<file path="src/rtl/armleocpu_skid_fifo.sv">
// armleocpu_skid_fifo
//   DEPTH-entry decoupling buffer between two valid/ready/data domains.
//   The head entry lives in a dedicated register (out_valid/out_data). The
//   remaining DEPTH-1 entries live in a circular buffer behind it. in_ready
//   is decoded from the registered occupancy only, so no combinational path
//   runs from the input side to the output side or back.
//
// Parameters
//   PASSTHROUGH  1: plain wires, no state (level reads 0)
//   DW           data width
//   DEPTH        total capacity including the head register, 2..256
//
// Ports
//   clk, rst_n   clock (rising edge), asynchronous active-low reset
//   in_valid     producer valid
//   in_data      producer data
//   in_ready     level != DEPTH
//   out_valid    registered, head entry valid
//   out_data     registered head entry
//   out_ready    consumer accepts the head
//   level        registered occupancy, 0..DEPTH
//   flush        present only when ARMLEOCPU_SKID_FIFO_FLUSH_EN is defined;
//                empties the buffer on the next edge, overriding push/pop
module armleocpu_skid_fifo #(
   parameter int PASSTHROUGH = 0,
   parameter int DW          = 8,
   parameter int DEPTH       = 2,
   localparam int LW         = $clog2(DEPTH + 1)
) (
   input  logic          clk,
   input  logic          rst_n,
   input  logic          in_valid,
   input  logic [DW-1:0] in_data,
   output logic          in_ready,
   output logic          out_valid,
   output logic [DW-1:0] out_data,
   input  logic          out_ready,
   output logic [LW-1:0] level
`ifdef ARMLEOCPU_SKID_FIFO_FLUSH_EN
   ,
   input  logic          flush
`endif
);

   generate
      if (PASSTHROUGH != 0) begin : g_pass
         assign out_valid = in_valid;
         assign out_data  = in_data;
         assign in_ready  = out_ready;
         assign level     = '0;
`ifdef ARMLEOCPU_SKID_FIFO_FLUSH_EN
         logic unused_pass;
         assign unused_pass = clk ^ rst_n ^ flush;
`else
         logic unused_pass;
         assign unused_pass = clk ^ rst_n;
`endif
      end else begin : g_fifo
         localparam int BN = DEPTH - 1;
         localparam int PW = (BN > 1) ? $clog2(BN) : 1;
         localparam logic [PW-1:0] PTR_LAST = PW'(BN - 1);

         logic [DW-1:0] mem [BN];
         logic [PW-1:0] rd_ptr, wr_ptr;
         logic          head_valid;
         logic [DW-1:0] head_data;
         logic [LW-1:0] lvl_q;

         logic push, pop, buf_empty, buf_wr, head_from_buf, head_from_in;

         // Pointers wrap at BN-1 so non-power-of-two depths work.
         function automatic logic [PW-1:0] ptr_inc(input logic [PW-1:0] p);
            return (p == PTR_LAST) ? '0 : p + 1'b1;
         endfunction

         always_comb begin
            push          = in_valid & in_ready;
            pop           = head_valid & out_ready;
            // With a valid head, buffer occupancy is level-1.
            buf_empty     = (lvl_q <= LW'(1));
            // Incoming word goes to the buffer unless the head is (or is
            // about to become) empty with nothing queued ahead of it.
            buf_wr        = push & head_valid & ~(pop & buf_empty);
            head_from_buf = pop & ~buf_empty;
            head_from_in  = push & ~buf_wr;
         end

         assign in_ready  = (lvl_q != LW'(DEPTH));
         assign out_valid = head_valid;
         assign out_data  = head_data;
         assign level     = lvl_q;

         always_ff @(posedge clk or negedge rst_n) begin
            if (!rst_n) begin
               head_valid <= 1'b0;
               head_data  <= '0;
               lvl_q      <= '0;
               rd_ptr     <= '0;
               wr_ptr     <= '0;
`ifdef ARMLEOCPU_SKID_FIFO_FLUSH_EN
            end else if (flush) begin
               // head_data deliberately keeps its last value
               head_valid <= 1'b0;
               lvl_q      <= '0;
               rd_ptr     <= '0;
               wr_ptr     <= '0;
`endif
            end else begin
               if (head_from_buf) begin
                  head_data <= mem[rd_ptr];
                  rd_ptr    <= ptr_inc(rd_ptr);
               end else if (head_from_in) begin
                  head_data <= in_data;
               end
               if (buf_wr)
                  wr_ptr <= ptr_inc(wr_ptr);
               head_valid <= head_from_buf | head_from_in | (head_valid & ~pop);
               lvl_q      <= lvl_q + LW'(push) - LW'(pop);
            end
         end

         // Storage array carries no reset; validity is tracked by level.
         always_ff @(posedge clk) begin
`ifdef ARMLEOCPU_SKID_FIFO_FLUSH_EN
            if (buf_wr & ~flush)
               mem[wr_ptr] <= in_data;
`else
            if (buf_wr)
               mem[wr_ptr] <= in_data;
`endif
         end
      end
   endgenerate

endmodule

</file>
<file path="config.mk">
export PLATFORM = sky130hd
export DESIGN_NAME = armleocpu_skid_fifo
export DESIGN_NICKNAME = d
export VERILOG_FILES = /design/src/rtl/armleocpu_skid_fifo.sv
export SDC_FILE = /design/constraint.sdc
export NUM_CORES = 1
export LEC_CHECK = 0
export CAP_MARGIN = 25
export CORE_MARGIN = 3
export CORE_UTILIZATION = 41
export CTS_CLUSTER_DIAMETER = 80
export CTS_CLUSTER_SIZE = 24
export DETAILED_ROUTE_END_ITERATION = 6
export PLACE_DENSITY = 0.73
export SKIP_LAST_GASP = 1
export SLEW_MARGIN = 30
export SYNTH_ARGS = -nofsm -noshare
export SYNTH_HDL_FRONTEND = slang
export SYNTH_SLANG_ARGS = --single-unit
</file>
<file path="constraint.sdc">
create_clock -name clk -period 1.4 [get_ports clk]
set_input_delay 0.21 -clock clk [delete_from_list [all_inputs] [get_ports clk]]
set_output_delay 0.21 -clock clk [all_outputs]
set_load 0.005 [all_outputs]
</file>
==> impl_metrics.py, run 1 <==
metrics = {
    "outcome": {
        "status": "complete, but fails checks",
        "violations": "negative setup slack",
    },
    "clock_tree": {
        "cts_sinks": 19,
        "clk_pin_slew_ns": 0.11,
        "cts_buffer_depth": 2,
        "numCtsBuffers": 3,
        "root_buffer": "clkbuf_4",
        "cts_tree": "built",
        "htree_levels": 1,
        "clkLatencyLatePin_ns": 0.30,
    },
    "worst_setup_path": {
        "path_cells": "buf_4 > nand2b_4 > nand2_2 > ha_4 > inv_1 > ha_2 > xnor2_2 > xnor2_1",
        "regToRegSetupSlack_ns": -0.13,
        "cp_slowest_cell": "dfrtp_2",
        "path_max_fanout": 2,
        "r2r_start": "level[1]$_DFF_PN0_",
        "critPathBufInv": 2,
        "start_kind": "flop",
        "end_kind": "flop",
        "slowest_delay_ns": 0.42,
        "critPathArrivalTime_ns": 1.73,
        "path_class": "flop to flop",
        "rr_worst_depth": 8,
        "critical_path.top_delay_family": "adder cells",
        "crit_required_ns": 1.60,
        "critPathLaunch": "level[1]$_DFF_PN0_",
        "crit_cells": 8,
    },
    "placed_design": {
        "gp_congestion": 0.735,
        "dp_hpwl_um": 1220,
        "pre_cts_ws_ns": -0.301,
        "port_buffers": 23,
    },
    "final_layout": {
        "nets": 121,
        "areaGrowthSynthToFinish_pct": 75.5,
        "num_antenna_cells": 0,
        "drive_gt1_frac": 0.557,
        "fillerInstances": 106,
    },
    "die": {
        "dieArea_um2": 2590,
        "dieWidth_um": 50.9,
        "die_y_um": 50.9,
        "initial_core_util": 0.454,
        "core_area_um2": 1820,
        "pin_count": 24,
        "rows": 15,
    },
    "routing": {
        "drc": 0,
        "initialDrtViolationCount": 10,
        "via_per_inst": 4.91,
        "routedWlPerCell_um": 16.0,
        "via_count": 643,
        "first_pass_iters": 4,
        "ant_nets": 0,
        "finalWirelength_um": 2090,
    },
    "sta": {
        "slew_headroom": 0.820,
        "finalWorstSetupSlack_ns": -0.135,
        "finalSetupViolations": 11,
        "min_period_over_period": 1.10,
        "whs_ns": 0.124,
        "finalHoldViolCount": 0,
        "finClkSkew_ns": 0.00741,
        "rsz0062_at_grt": "true",
        "fmax_mhz": 651,
        "min_period_ns": 1.53,
        "finalMaxSlewViolations": 0,
        "worst_pin_slew_ns": 0.270,
    },
    "power": {
        "ir_worst_vdd_mv": 1.64,
        "p_per_area_nw_per_um2": 2110,
        "power.leakage_uw": 0.000690,
    },
    "synth": {
        "ys.warnings.count": 0,
        "synth_fp_nets": 66,
        "synth_edf_count": 8,
        "syn_inst": 52,
        "post-synth-top-count-cell": "mux2_2",
        "synth_area_um2": 827,
        "synth_seq_cells": 19,
        "syn_avg_cell_area_um2": 15.9,
        "synth_flop_cell": "dfrtp_1",
        "async_reset_ff_frac": 0.579,
        "synthDominantCellAreaShare": 0.333,
        "ys_top_cells_by_count": "16 x mux2_2, 11 x dfrtp_1, 8 x edfxtp_1",
        "yosysUniqueCellTypes": 15,
        "synth_area_leaders": "dfrtp_1 33%, edfxtp_1 29%, mux2_2 22%",
        "synth_top_area_cell": "dfrtp_1",
        "yosysSeqAreaShare": 0.623,
    },
    "grt": {
        "grt_usage": 0.163,
        "grt_pass1_vias": 638,
        "grt-ovfl-total": 0,
        "grt_pass1_wl_um": 3070,
        "grt_max_degree": 11,
        "antenna_found_initial": 0,
    },
    "hold_path": {
        "min_path_type": "input pin to async pin",
    },
    "flow_run": {
        "maxCapViolCount": 0,
    },
}
==> power by group <==
part | total (uW) | internal, uW | leakage (uW) | switching, uW
Combinational | 1820 | 1180 | 0.000475 | 639
Clock | 279 | 111 | 0.0000150 | 168
Sequential | 954 | 822 | 0.000200 | 132
Total | 3060 | 2120 | 0.000690 | 939
==> layout make-up <==
type | instances | area (um^2) | area share
Clock buffer | 4 | 26.3 | 0.0181
Inverter | 3 | 11.3 | 0.00776
Multi-Input combinational cell | 30 | 395 | 0.272
Sequential cell | 19 | 518 | 0.357
Tap cell | 25 | 31.3 | 0.0216
Timing Repair Buffer | 50 | 469 | 0.323
==> timing repair <==
action	in CTS	in global routing
gates cloned	0	0
setup buffers	8	10
resized for setup	18	21
setup endpoints to repair	13	29
hold buffers	0	0
pin swaps	0	5
==> cell families (layout without fill, tap and decap cells) <==
kind of cell,Yosys count,after routing,synth area share
adder cells (fa/ha/maj),2,2,0.0303
buffers and inverters,3,57,0.0136
flip-flops,19,19,0.623
XOR/XNOR,2,2,0.0212
AO/OA/AOI/OAI,4,4,0.0424
AND/OR/NAND/NOR,6,6,0.0514
multiplexers,16,16,0.218
==> path summary, 6_finish.rpt <==
path | endpoint
setup / recovery | level[1]$_DFF_PN0_
min in group clk | g_fifo.mem[0][7]$_DFFE_PP_
setup reg to reg | level[1]$_DFF_PN0_
hold reg to reg | out_data[2]$_DFFE_PN0P_
max in group asynchronous | out_data[4]$_DFFE_PN0P_
hold / removal | level[0]$_DFF_PN0_
==> through the flow <==
stage,power [uW],TNS [ns],std cells,util,cell area [um^2]
finish,3060,-0.970,131,0.797,1450
global route,3250,-1.78,131,0.797,1450
CTS,2760,-0.869,122,0.724,1320
detailed placement,2170,-4.19,111,0.648,1180
global placement,2140,-3.84,111,0.648,1180
floorplan,1490,-0.289,52,-,836
==> layout by cell type (no fill, tap or decap) <==
master / count
dlymetal6s2s_1: 8
mux2_2: 8
inv_1: 3
dlygate4sd2_1: 1
buf_4: 21
xnor2_1: 1
dfrtp_1: 9
nand2_2: 1
dfrtp_2: 2
ha_2: 1
nor2_4: 1
and2_1: 1
a211oi_4: 1
xnor2_2: 1
nor3b_4: 1
clkdlybuf4s50_1: 11
clkbuf_1: 1
nand3_4: 1
o21ai_4: 1
a21oi_1: 2
ha_4: 1
buf_6: 6
nand2b_4: 1
clkdlybuf4s15_1: 2
mux2_4: 8
clkbuf_4: 3
edfxtp_1: 8
clkbuf_2: 1
==> per-layer routing <==
layer  up-vias  share of wire  global-route usage
met5         -              0                   0
met2        24           0.48               0.255
met4         0          0.019              0.0762
met1       318           0.44               0.213
li1        295              -                   -
met3         6          0.056              0.0350
==> flip-flops by register name (all words and copies together), names as in the netlist <==
signal	count
out_valid	1
g_fifo.mem	8
out_data	8
level	2
(Power assumes the default switching activity.)
==> run 2: changes to the inputs <==
==> constraint.sdc (replaced) <==
create_clock -name clk -period 1.35 [get_ports clk]
set_input_delay 0.2025 -clock clk [delete_from_list [all_inputs] [get_ports clk]]
set_output_delay 0.2025 -clock clk [all_outputs]
set_load 0.005 [all_outputs]
==> impl_metrics.py, run 2 (synthesis gave the netlist of run 1 again) <==
metrics = {
    "worst_setup_path": {
        "rr_worst_depth": 8,
        "cp_slowest_cell": "dfrtp_2",
        "cp_common_cell": "ha_4",
        "path_class": "flop to flop",
        "crit_required_ns": 1.54,
        "critPathArrivalTime_ns": 1.71,
        "r2r-end": "level[1]$_DFF_PN0_",
        "start_kind": "flop",
        "r2r_start": "level[1]$_DFF_PN0_",
        "slowest_delay_ns": 0.43,
        "critPathBufInv": 2,
        "regToRegSetupSlack_ns": -0.17,
        "end_kind": "flop",
        "critical_path.top_delay_family": "adder cells",
        "path_max_fanout": 2,
        "path_cells": "buf_6 > nand2b_4 > nand2_4 > ha_4 > inv_2 > ha_4 > xnor2_2 > xnor2_1",
    },
    "grt": {
        "grt_pass1_wl_um": 3450,
        "grt_max_degree": 12,
        "grt_usage": 0.184,
        "grt_pass1_vias": 707,
        "antenna_found_initial": 0,
        "grt-ovfl-total": 0,
    },
    "outcome": {
        "violations": "negative setup slack",
        "status": "complete, but fails checks",
    },
    "clock_tree": {
        "cts_buffer_depth": 2,
        "numCtsBuffers": 3,
        "cts_hold_buffers": 0,
        "clk_pin_slew_ns": 0.11,
        "htree_levels": 1,
        "cts_tree": "built",
        "cts_sinks": 19,
        "clkLatencyLatePin_ns": 0.30,
        "root_buffer": "clkbuf_4",
    },
    "sta": {
        "finalMaxSlewViolations": 0,
        "finClkSkew_ns": 0.00719,
        "min_period_ns": 1.52,
        "finalWorstSetupSlack_ns": -0.171,
        "rsz0062_at_grt": "true",
        "whs_ns": 0.134,
        "min_period_over_period": 1.13,
        "finalHoldViolCount": 0,
        "worst_pin_slew_ns": 0.295,
        "fmax_mhz": 658,
        "slew_headroom": 0.803,
        "finalSetupViolations": 21,
    },
    "flow_run": {
        "maxCapViolCount": 0,
    },
    "routing": {
        "ant_nets": 0,
        "via_count": 649,
        "via_per_inst": 4.88,
        "first_pass_iters": 3,
        "routedWlPerCell_um": 17.2,
        "finalWirelength_um": 2290,
        "drc": 0,
        "initialDrtViolationCount": 4,
    },
    "die": {
        "rows": 15,
        "pin_count": 24,
        "dieWidth_um": 50.9,
        "core_area_um2": 1820,
        "initial_core_util": 0.454,
        "dieArea_um2": 2590,
        "die_y_um": 50.9,
    },
    "final_layout": {
        "fin_area_um2": 1470,
        "areaGrowthSynthToFinish_pct": 77.5,
        "layout_commonest_cell": "buf_4",
        "num_antenna_cells": 0,
        "drive_gt1_frac": 0.602,
        "nets": 123,
        "final_cells": 133,
        "final_cell_mix": "18 x buf_4, 12 x buf_6, 11 x clkdlybuf4s50_1",
    },
    "placed_design": {
        "dp_hpwl_um": 1220,
        "gp_congestion": 0.735,
        "dp.cells": 111,
        "pre_cts_ws_ns": -0.344,
        "placed_area_um2": 1180,
        "port_buffers": 23,
    },
    "power": {
        "ir_worst_vdd_mv": 1.67,
        "power.leakage_uw": 0.000649,
        "p_per_area_nw_per_um2": 2270,
    },
    "hold_path": {
        "min_path_type": "input pin to async pin",
    },
}
## run 2: changes by cell type in the layout (fill, tap and decap cells not counted), sizes merged
cell,before,now
clkinv,0,1
dlygate4sd2,1,10
dlymetal6s2s,8,0
clkbuf,5,4
clkdlybuf4s15,2,0
buf,27,30
## run 2: final cells by class
type | count | area [um^2]
clock inverters | 1 | 5.00
multi-input cells | 30 | 407
fillers | 106 | 353
clock buffers | 3 | 22.5
repair buffers | 52 | 473
flip-flops and latches | 19 | 518
well taps | 25 | 31.3
inverters | 3 | 11.3
## run 2: worst max-delay path by stage
stage	to	cells after the start	slack, ns	start
2_1_floorplan	out_data[0]$_DFFE_PN0P_	3	-0.09	level[1]$_DFF_PN0_
3_3_place_gp	out_data[3]$_DFFE_PN0P_	5	-0.32	out_ready
3_5_place_dp	out_data[3]$_DFFE_PN0P_	5	-0.34	out_ready
4_1_cts	out_data[7]$_DFFE_PN0P_	5	-0.17	level[1]$_DFF_PN0_
5_1_grt	out_data[7]$_DFFE_PN0P_	6	-0.21	level[1]$_DFF_PN0_
6_report	level[1]$_DFF_PN0_	8	-0.17	level[1]$_DFF_PN0_
## run 2: timing repair
| action | in CTS | in global routing |
|---|---|---|
| endpoints found under the setup margin | 24 | 20 |
| gates cloned | 0 | 0 |
| gates resized for setup | 31 | 17 |
| pin swaps | 2 | 7 |
| endpoints found under the hold margin | 0 | 0 |
| setup buffers | 14 | 5 |
## run 2: metrics by stage
stage               TNS, ns  power [uW]  utilization
floorplan            -0.949        1550            -
global placement      -4.61        2220        0.648
detailed placement    -4.93        2240        0.648
CTS                   -1.66        2980        0.759
global route          -3.65        3520        0.806
finish                -2.56        3330        0.806
## run 2: where the power goes
group | switching (uW) | internal (uW)
registers | 131 | 853
clock network | 177 | 110
logic | 744 | 1320
## run 2: per-layer routing
metal,global-route usage,part of all wire
met1,0.235,0.40
met2,0.313,0.53
met3,0.0350,0.054
met4,0.0538,0.012
met5,0,0
